===== config.mk =====
export PLATFORM = sky130hd
export DESIGN_NAME = gpio_irq_service_ctrl
export DESIGN_NICKNAME = d
export VERILOG_FILES = /design/src/rtl/gpio_irq_service_ctrl.sv
export SDC_FILE = /design/constraint.sdc
export NUM_CORES = 1
export LEC_CHECK = 0
export CAP_MARGIN = 20
export CORE_MARGIN = 2
export CORE_UTILIZATION = 54
export CTS_CLUSTER_DIAMETER = 120
export DETAILED_ROUTE_END_ITERATION = 7
export HOLD_SLACK_MARGIN = 0.08
export PLACE_DENSITY = 0.86
export SLEW_MARGIN = 20
export SYNTH_ARGS = -nofsm -noshare
export SYNTH_HDL_FRONTEND = slang
export SYNTH_SLANG_ARGS = --single-unit

===== constraint.sdc =====
create_clock -name PCLK -period 11.7 [get_ports PCLK]
set_input_delay 2.925 -clock PCLK [delete_from_list [all_inputs] [get_ports PCLK]]
set_output_delay 2.925 -clock PCLK [all_outputs]
set_load 0.005 [all_outputs]

===== src/rtl/gpio_irq_service_ctrl.sv =====
// rtl/gpio_irq_service_ctrl.sv - APB master sequencer servicing the GPIO bank interrupt
//
// Purpose:
//   On gpio_irq, reads the GPIO interrupt status register over APB, writes the
//   same word back to W1C-clear exactly the bits that were read, then presents
//   the captured word on a valid/ready event port. Counts spurious interrupts
//   (status read back as zero) and accepted events, and keeps a sticky error
//   flag for slave errors and transfer timeouts.
//
// Ports:
//   PCLK, PRESET            clock, asynchronous active-high reset
//   enable                  service enable, looked at only while idle
//   gpio_irq                GPIO bank global interrupt level
//   PSEL..PWDATA            APB master request outputs (registered)
//   PRDATA/PREADY/PSLVERR   APB slave response inputs
//   evt_valid/evt_status    event word to the consumer, held until evt_ready
//   evt_ready               consumer accepts the event word
//   busy                    sequencer is not idle
//   err / err_clr           sticky error flag and its clear pulse
//   spurious_cnt            saturating count of zero status reads
//   svc_cnt                 wrapping count of accepted events

module gpio_irq_service_ctrl #(
  parameter logic [7:0]  STATUS_ADDR = 8'h14,
  parameter int unsigned HOLDOFF     = 4,
  parameter int unsigned TIMEOUT     = 16
) (
  input  logic        PCLK,
  input  logic        PRESET,
  input  logic        enable,
  input  logic        gpio_irq,
  output logic        PSEL,
  output logic        PENABLE,
  output logic        PWRITE,
  output logic [7:0]  PADDR,
  output logic [31:0] PWDATA,
  input  logic [31:0] PRDATA,
  input  logic        PREADY,
  input  logic        PSLVERR,
  output logic        evt_valid,
  output logic [31:0] evt_status,
  input  logic        evt_ready,
  output logic        busy,
  output logic        err,
  input  logic        err_clr,
  output logic [7:0]  spurious_cnt,
  output logic [15:0] svc_cnt
);

  typedef enum logic [2:0] {
    S_IDLE      = 3'd0,
    S_RD_SETUP  = 3'd1,
    S_RD_ACCESS = 3'd2,
    S_WR_SETUP  = 3'd3,
    S_WR_ACCESS = 3'd4,
    S_PUSH      = 3'd5
  } state_t;

  localparam logic [3:0] HOLDOFF_V    = 4'(HOLDOFF);
  // The abort fires in the ACCESS cycle that would be the TIMEOUT-th wait.
  localparam logic [7:0] TIMEOUT_LAST = 8'(TIMEOUT - 1);

  state_t      state_q;
  logic [3:0]  holdoff_q;
  logic [7:0]  wait_q;
  logic [31:0] status_q;

  // Single sequential FSM: every output is a register updated together with
  // the state, so the output values always belong to the state being entered.
  always_ff @(posedge PCLK or posedge PRESET) begin
    if (PRESET) begin
      state_q      <= S_IDLE;
      holdoff_q    <= 4'd0;
      wait_q       <= 8'd0;
      status_q     <= 32'd0;
      PSEL         <= 1'b0;
      PENABLE      <= 1'b0;
      PWRITE       <= 1'b0;
      PADDR        <= 8'd0;
      PWDATA       <= 32'd0;
      evt_valid    <= 1'b0;
      evt_status   <= 32'd0;
      busy         <= 1'b0;
      err          <= 1'b0;
      spurious_cnt <= 8'd0;
      svc_cnt      <= 16'd0;
    end else begin
      // Clear first; any error set below in the same cycle overrides it.
      if (err_clr) begin
        err <= 1'b0;
      end

      case (state_q)
        S_IDLE: begin
          if (holdoff_q != 4'd0) begin
            holdoff_q <= holdoff_q - 4'd1;
          end else if (enable && gpio_irq) begin
            state_q <= S_RD_SETUP;
            busy    <= 1'b1;
            PSEL    <= 1'b1;
            PENABLE <= 1'b0;
            PWRITE  <= 1'b0;
            PADDR   <= STATUS_ADDR;
            PWDATA  <= 32'd0;
          end
        end

        S_RD_SETUP: begin
          state_q <= S_RD_ACCESS;
          PENABLE <= 1'b1;
          wait_q  <= 8'd0;
        end

        S_RD_ACCESS: begin
          if (PREADY) begin
            if (PSLVERR) begin
              // Read failed: nothing trustworthy to clear or report.
              err       <= 1'b1;
              state_q   <= S_IDLE;
              holdoff_q <= HOLDOFF_V;
              busy      <= 1'b0;
              PSEL      <= 1'b0;
              PENABLE   <= 1'b0;
              PADDR     <= 8'd0;
            end else begin
              status_q <= PRDATA;
              if (PRDATA == 32'd0) begin
                if (spurious_cnt != 8'hFF) begin
                  spurious_cnt <= spurious_cnt + 8'd1;
                end
                state_q   <= S_IDLE;
                holdoff_q <= HOLDOFF_V;
                busy      <= 1'b0;
                PSEL      <= 1'b0;
                PENABLE   <= 1'b0;
                PADDR     <= 8'd0;
              end else begin
                // Write back exactly the bits read, so later edges stay pending.
                state_q <= S_WR_SETUP;
                PENABLE <= 1'b0;
                PWRITE  <= 1'b1;
                PWDATA  <= PRDATA;
              end
            end
          end else if (wait_q == TIMEOUT_LAST) begin
            err       <= 1'b1;
            state_q   <= S_IDLE;
            holdoff_q <= HOLDOFF_V;
            busy      <= 1'b0;
            PSEL      <= 1'b0;
            PENABLE   <= 1'b0;
            PADDR     <= 8'd0;
          end else begin
            wait_q <= wait_q + 8'd1;
          end
        end

        S_WR_SETUP: begin
          state_q <= S_WR_ACCESS;
          PENABLE <= 1'b1;
          wait_q  <= 8'd0;
        end

        S_WR_ACCESS: begin
          if (PREADY || (wait_q == TIMEOUT_LAST)) begin
            // The status is already captured, so a failed clear still
            // delivers the event; only the error flag records the failure.
            if (!PREADY || PSLVERR) begin
              err <= 1'b1;
            end
            state_q    <= S_PUSH;
            PSEL       <= 1'b0;
            PENABLE    <= 1'b0;
            PWRITE     <= 1'b0;
            PADDR      <= 8'd0;
            PWDATA     <= 32'd0;
            evt_valid  <= 1'b1;
            evt_status <= status_q;
          end else begin
            wait_q <= wait_q + 8'd1;
          end
        end

        S_PUSH: begin
          if (evt_ready) begin
            svc_cnt    <= svc_cnt + 16'd1;
            evt_valid  <= 1'b0;
            evt_status <= 32'd0;
            state_q    <= S_IDLE;
            holdoff_q  <= HOLDOFF_V;
            busy       <= 1'b0;
          end
        end

        default: begin
          state_q    <= S_IDLE;
          holdoff_q  <= HOLDOFF_V;
          busy       <= 1'b0;
          PSEL       <= 1'b0;
          PENABLE    <= 1'b0;
          PWRITE     <= 1'b0;
          PADDR      <= 8'd0;
          PWDATA     <= 32'd0;
          evt_valid  <= 1'b0;
          evt_status <= 32'd0;
        end
      endcase
    end
  end

endmodule


==> results of run 1 <==
## layout by cell type (no fill, tap or decap), drive strengths merged, types with 3 or more instances in the layout
master and n:
clkbuf 18, conb 6, a22o 73, clkinv 6, o21a 3, a21oi 8
a32oi 3, xor2 4, o21ai 9, or4 4, xnor2 21, nor4 10
inv 10, nand4 9, nand2b 4, o211ai 5, nor2 17, mux2 7
nor3 11, buf 3, clkinvlp 3, bufinv 3, a21o 4, and2 3
dfrtp 141, nand3 14, nor3b 4, ha 4, o221ai 3, and3 6
clkdlybuf4s50 135, nand2 97
## power by group
| group | switching (uW) | internal [uW] |
|---|---|---|
| clock network | 210 | 325 |
| registers | 144 | 640 |
| logic | 291 | 327 |
| total | 645 | 1290 |
## final cells by class
| type | instances | area share (%) |
|---|---|---|
| Timing Repair Buffer | 138 | 17.19 |
| Tap cell | 140 | 2.191 |
| Sequential cell | 141 | 44.14 |
| Clock inverter | 14 | 2.097 |
| Multi-Input combinational cell | 352 | 28.72 |
| Inverter | 8 | 0.4383 |
| Clock buffer | 18 | 5.228 |
## registers in the layout (all words and copies together), names as in the netlist
name / cells
PWDATA: 32
evt_status: 32
status_q: 32
svc_cnt: 16
spurious_cnt: 8
wait_q: 8
holdoff_q: 4
state_q: 3
PADDR: 1
PENABLE: 1
PWRITE: 1
busy: 1
err: 1
evt_valid: 1
## worst max-delay path: cells and delay by family
kind                   cells  cell delay [ns]
AO/OA/AOI/OAI              1             0.80
AND/OR/NAND/NOR            3             1.38
buffers and inverters      1             0.64
multiplexers               1             0.30
## kinds of logic after synthesis
group	Yosys count	share of synthesized area [%]
other	1	0.06231
flip-flops	141	58.63
adder cells (fa/ha/maj)	4	0.8316
AND/OR/NAND/NOR	189	15.34
multiplexers	7	1.434
AO/OA/AOI/OAI	121	16.28
buffers and inverters	47	3.784
XOR/XNOR	25	3.638
## per-stage QoR
step | setup slack [ns] | power, uW
floorplan | 4.994 | 1123
global placement | 5.615 | 1360
detailed placement | 5.543 | 1392
CTS | 6.098 | 1936
global route | 5.844 | 2039
finish | 6.049 | 1936
## worst min path at each step
stage,to,slack [ns],depth (start not counted)
after floorplan,status_q[0],0.45,2
final,status_q[2],0.48,2
after global routing,svc_cnt[15],0.49,1
after CTS,status_q[20],0.48,2
after global placement,status_q[5],0.46,2
after detailed placement,status_q[6],0.46,2
## layer usage
layer,up-vias,track usage [%],share of wire [%]
li1,2172,-,-
met1,2401,35.65,41
met2,220,41.36,50
met3,26,7.765,7.9
met4,0,8.770,1.7
met5,-,0,0
==> reports/summary.txt, run 1 <==
Num rows - 38
Setup Skew - 0.007663 ns
Reg clk slew, reported paths - 0.06 ns
End of the critical path - holdoff_q[0]
Ys Warns - 0
FFs w/ async S/R, synth - 100.0%
GRT Total Usage - 26.45%
Cell variety after synth - 57
Cts repair resizes - 0
Starting Density - 55.52%
Hpwl dp - 9932 um
Placed cell count - 779
Final Cell Area - 7994 sq um
CTS H-tree depth - 4
RSZ-0062 raised after global routing - false
Leakage power - 0.003593 uW
Ant. Diodes - 0
DR pass1 iterations - 5
Routed Antenna Nets - 0
WP data arrival - 6.06 ns
Slowest CP cell - and2_2
Synth Flop Type - dfrtp_1
Most frequent cells after synthesis - dfrtp_1, nand2_1, a22o_1, xnor2_1, clkbuf_1
Placed Area - 7406 sq um
Multi-input logic area - 2296 sq um
Reg2reg start - state_q[1]
Top post-synthesis cells by area - dfrtp_1, a22o_1, nand2_1
Die area - 12010 sq um
Nets - 702
Post-synth EDFFs - 0
Synth Cell Area - 6018 sq um
I/O pins - 142
DRC - 0
Hold Path Class - register to register
Worst hold start - status_q[2]
Port buffer count - 135
Core area - 10840 sq um
Synth Register Bits - 141
CP max stage delay - 0.81 ns
Vias/cell - 5.942
Crit-path max FO - 54
Die extent in y - 109.6 um
Most common cell in the netlist - dfrtp_1
Register Area - 3528 sq um
Aggregate routed wire length - 15190 um
Number of global-route vias before repair - 4653
Reg2reg path depth - 5
Post-CTS Setup Repair Bufs - 0
Cells along the critical path - clkdlybuf4s50_1, nor2b_4, and2_2, o21a_1, or4_4, mux2_4
Worst Hold Slack - 0.4770 ns
CTS sink cnt - 141
Startpoint types - primary input
Initial antenna violation count - 0
Final setup vio count - 0
Pin count of the biggest net entering global routing - 76
WL/cell - 18.73 um
Maximum vdd drop - 0.0001283 V
Total gr overflow - 0
Post-layout util - 73.74%
Via count - 4819
CTS tree - built
Die W - 109.6 um
Critical path class - primary input to register
Outcome - finished clean
FMAX - 177.0 MHz
Register-to-register path setup slack - 8.07 ns
Post-synth top area share - 58.63%
Cts hold-fix bufs - 0
FILL cells - 727
Root buffer cell - clkbuf_8
Finished Layout Cells - 811
Final Hold Fails - 0
Initial DRC Count - 418
Total Neg Setup Slack - 0 ns
Synthesized instance count - 535
Tightest Pin Transition - 1.092 ns
CTS Buffer Depth - 2
Req. time, crit path - 12.11 ns
Num CTS Buffers - 17
Synthesized area per cell - 11.25 sq um
Pwr dens - 242.2 nW/um^2
Worst setup path startpoint - PREADY
CP Capture Type - register
Skew-Pair Late Insertion Delay - 0.53 ns
GP Congestion - 0.8739
Final Max Tran Viols - 0
Fin crit share - 48.30%
First-pass GRT wire length - 24050 um
Critical R2R Capture - holdoff_q[0]
Share of cells above drive strength 1 - 8.048%
Layout area overhead - 32.83%
Worst slew margin - 27.20%
Post-synth top area cell - dfrtp_1
Fin crit period - 5.651 ns
Sequential share of the synthesized area - 58.63%
Max Cap Viol - 0
Power figures use the tool's default switching activity.
==> run 2: changes to the inputs <==
Settings changed: CORE_UTILIZATION 54 to 50, PLACE_DENSITY 0.86 to 0.8.
Clock period 11.7 ns to 5.2 ns, I/O delays scaled along.
==> reports/summary.txt, run 2 (same netlist as run 1, synthesis figures left out) <==
Via count - 4753 (was 4819)
WP data arrival - 3.89 ns (was 6.06 ns)
Largest regs - PWDATA x32, evt_status x32, status_q x32 (unchanged)
First-pass GRT wire length - 25590 um (was 24050 um)
Outcome - finished clean (unchanged)
GP Congestion - 0.8582 (was 0.8739)
GRT Total Usage - 25.09% (was 26.45%)
Fin crit period - 3.592 ns
Number of global-route vias before repair - 4893 (was 4653)
Initial DRC Count - 342 (was 418)
Skew-Pair Late Insertion Delay - 0.42 ns (was 0.53 ns)
Layout area overhead - 33.72% (was 32.83%)
Total gr overflow - 0 (unchanged)
WL/cell - 18.81 um (was 18.73 um)
Placed cell count - 789 (was 779)
DR pass1 iterations - 5 (unchanged)
CTS H-tree depth - 4 (unchanged)
Routed Antenna Nets - 0 (unchanged)
Cts hold-fix bufs - 0 (unchanged)
Leakage power - 0.003625 uW (was 0.003593 uW)
Reg clk slew, reported paths - 0.06 ns (about the same)
Num rows - 40 (was 38)
Die W - 113.7 um (was 109.6 um)
Die extent in y - 113.7 um (was 109.6 um)
Die area - 12930 sq um (was 12010 sq um)
DRC - 0 (unchanged)
Final setup vio count - 0 (unchanged)
Fin crit share - 69.08%
Most common cell after layout, fill and taps aside - dfrtp_1 (unchanged)
Max Cap Viol - 0 (unchanged)
Hpwl dp - 10370 um (was 9932 um)
Initial antenna violation count - 0 (unchanged)
FMAX - 278.4 MHz
I/O pins - 142 (unchanged)
Req. time, crit path - 5.50 ns (was 12.11 ns)
Final Hold Fails - 0 (unchanged)
Pwr dens - 544.5 nW/um^2 (was 242.2 nW/um^2)
Setup Skew - 0.007833 ns (was 0.007663 ns)
CP Capture Type - register (unchanged)
Maximum vdd drop - 0.0002408 V (was 0.0001283 V)
Critical path class - primary input to register (unchanged)
CTS sink cnt - 141 (unchanged)
RSZ-0062 raised after global routing - false (unchanged)
Finished Layout Cells - 820 (was 811)
Hold Path Class - register to register (unchanged)
CTS tree - built (unchanged)
Crit-path max FO - 25 (was 54)
Most frequent cells in the layout - dfrtp_1, clkdlybuf4s50_1, nand2_1 (unchanged)
Post-CTS Setup Repair Bufs - 0 (unchanged)
Port buffer count - 135 (unchanged)
Nets - 705 (was 702)
Tightest Pin Transition - 0.9504 ns (was 1.092 ns)
Share of cells above drive strength 1 - 8.321% (was 8.048%)
Worst slew margin - 36.21% (was 27.20%)
Num CTS Buffers - 17 (unchanged)
Total Neg Setup Slack - 0 ns (unchanged)
Ant. Diodes - 0 (unchanged)
Pin count of the biggest net entering global routing - 87 (was 76)
Starting Density - 50.74% (was 55.52%)
Aggregate routed wire length - 15430 um (was 15190 um)
Final Max Tran Viols - 0 (unchanged)
Vias/cell - 5.796 (was 5.942)
Core area - 11860 sq um (was 10840 sq um)
Root buffer cell - clkbuf_16 (was clkbuf_8)
CTS Buffer Depth - 2 (unchanged)
Cts repair resizes - 0 (unchanged)
Startpoint types - primary input (unchanged)
-- run 2: per-stage QoR --
stage / setup WS [ns] / cell area (sq um) / power [uW] / util (%) / hold slack, ns
finish: 1.608 / 8048 / 4382 / 67.85 / 0.4704
global route: 1.529 / 8048 / 4629 / 67.85 / 0.4985
CTS: 1.677 / 8044 / 4385 / 67.82 / 0.4767
detailed placement: 1.261 / 7437 / 3146 / 62.70 / 0.4634
global placement: 1.272 / 7437 / 3074 / 62.70 / 0.4576
floorplan: 0.1188 / 6037 / 2527 / - / 0.4466
-- run 2: final timing paths --
path / from / to / slack, ns / depth (start not counted)
worst max-delay path: PRDATA[0] / holdoff_q[3] / 1.61 / 7
worst min-delay path: svc_cnt[15] / svc_cnt[15] / 0.47 / 1
worst max register to register: wait_q[0] / evt_status[24] / 2.36 / 7
worst min register to register: svc_cnt[15] / svc_cnt[15] / 0.47 / 1
max in group asynchronous: PRESET / evt_status[19] / 2.90 / 3
min in group asynchronous: PRESET / evt_status[13] / 1.40 / 2
-- run 2: report_power, final --
group | switching [uW] | internal, uW | leakage [uW]
Clock | 429 | 791 | 0.000298
Sequential | 323 | 1440 | 0.00187
Combinational | 659 | 739 | 0.00146
-- run 2: per-layer routing --
layer / global-route usage [%] / wire length, um / vias up
met5: 0 / 0 / -
met4: 10.00 / 386 / 0
met3: 6.270 / 1008 / 31
met2: 38.64 / 7413 / 180
met1: 34.52 / 6618 / 2379
li1: - / - / 2163
-- run 2: critical path: stages --
cell,delay [ns]
clkdlybuf4s50_1,0.45
nor4_1,0.46
nand4_1,0.28
o21a_1,0.24
buf_4,0.21
or4_4,0.60
a211o_1,0.33
-- run 2: area by class of cell --
| class | instances | area [sq um] |
|---|---|---|
| fillers | 876 | 3814 |
| flip-flops and latches | 141 | 3528 |
| multi-input cells | 352 | 2297 |
| repair buffers | 141 | 1396 |
| clock buffers | 26 | 529.3 |
| well taps | 147 | 183.9 |
| clock inverters | 5 | 77.57 |
| inverters | 8 | 35.03 |
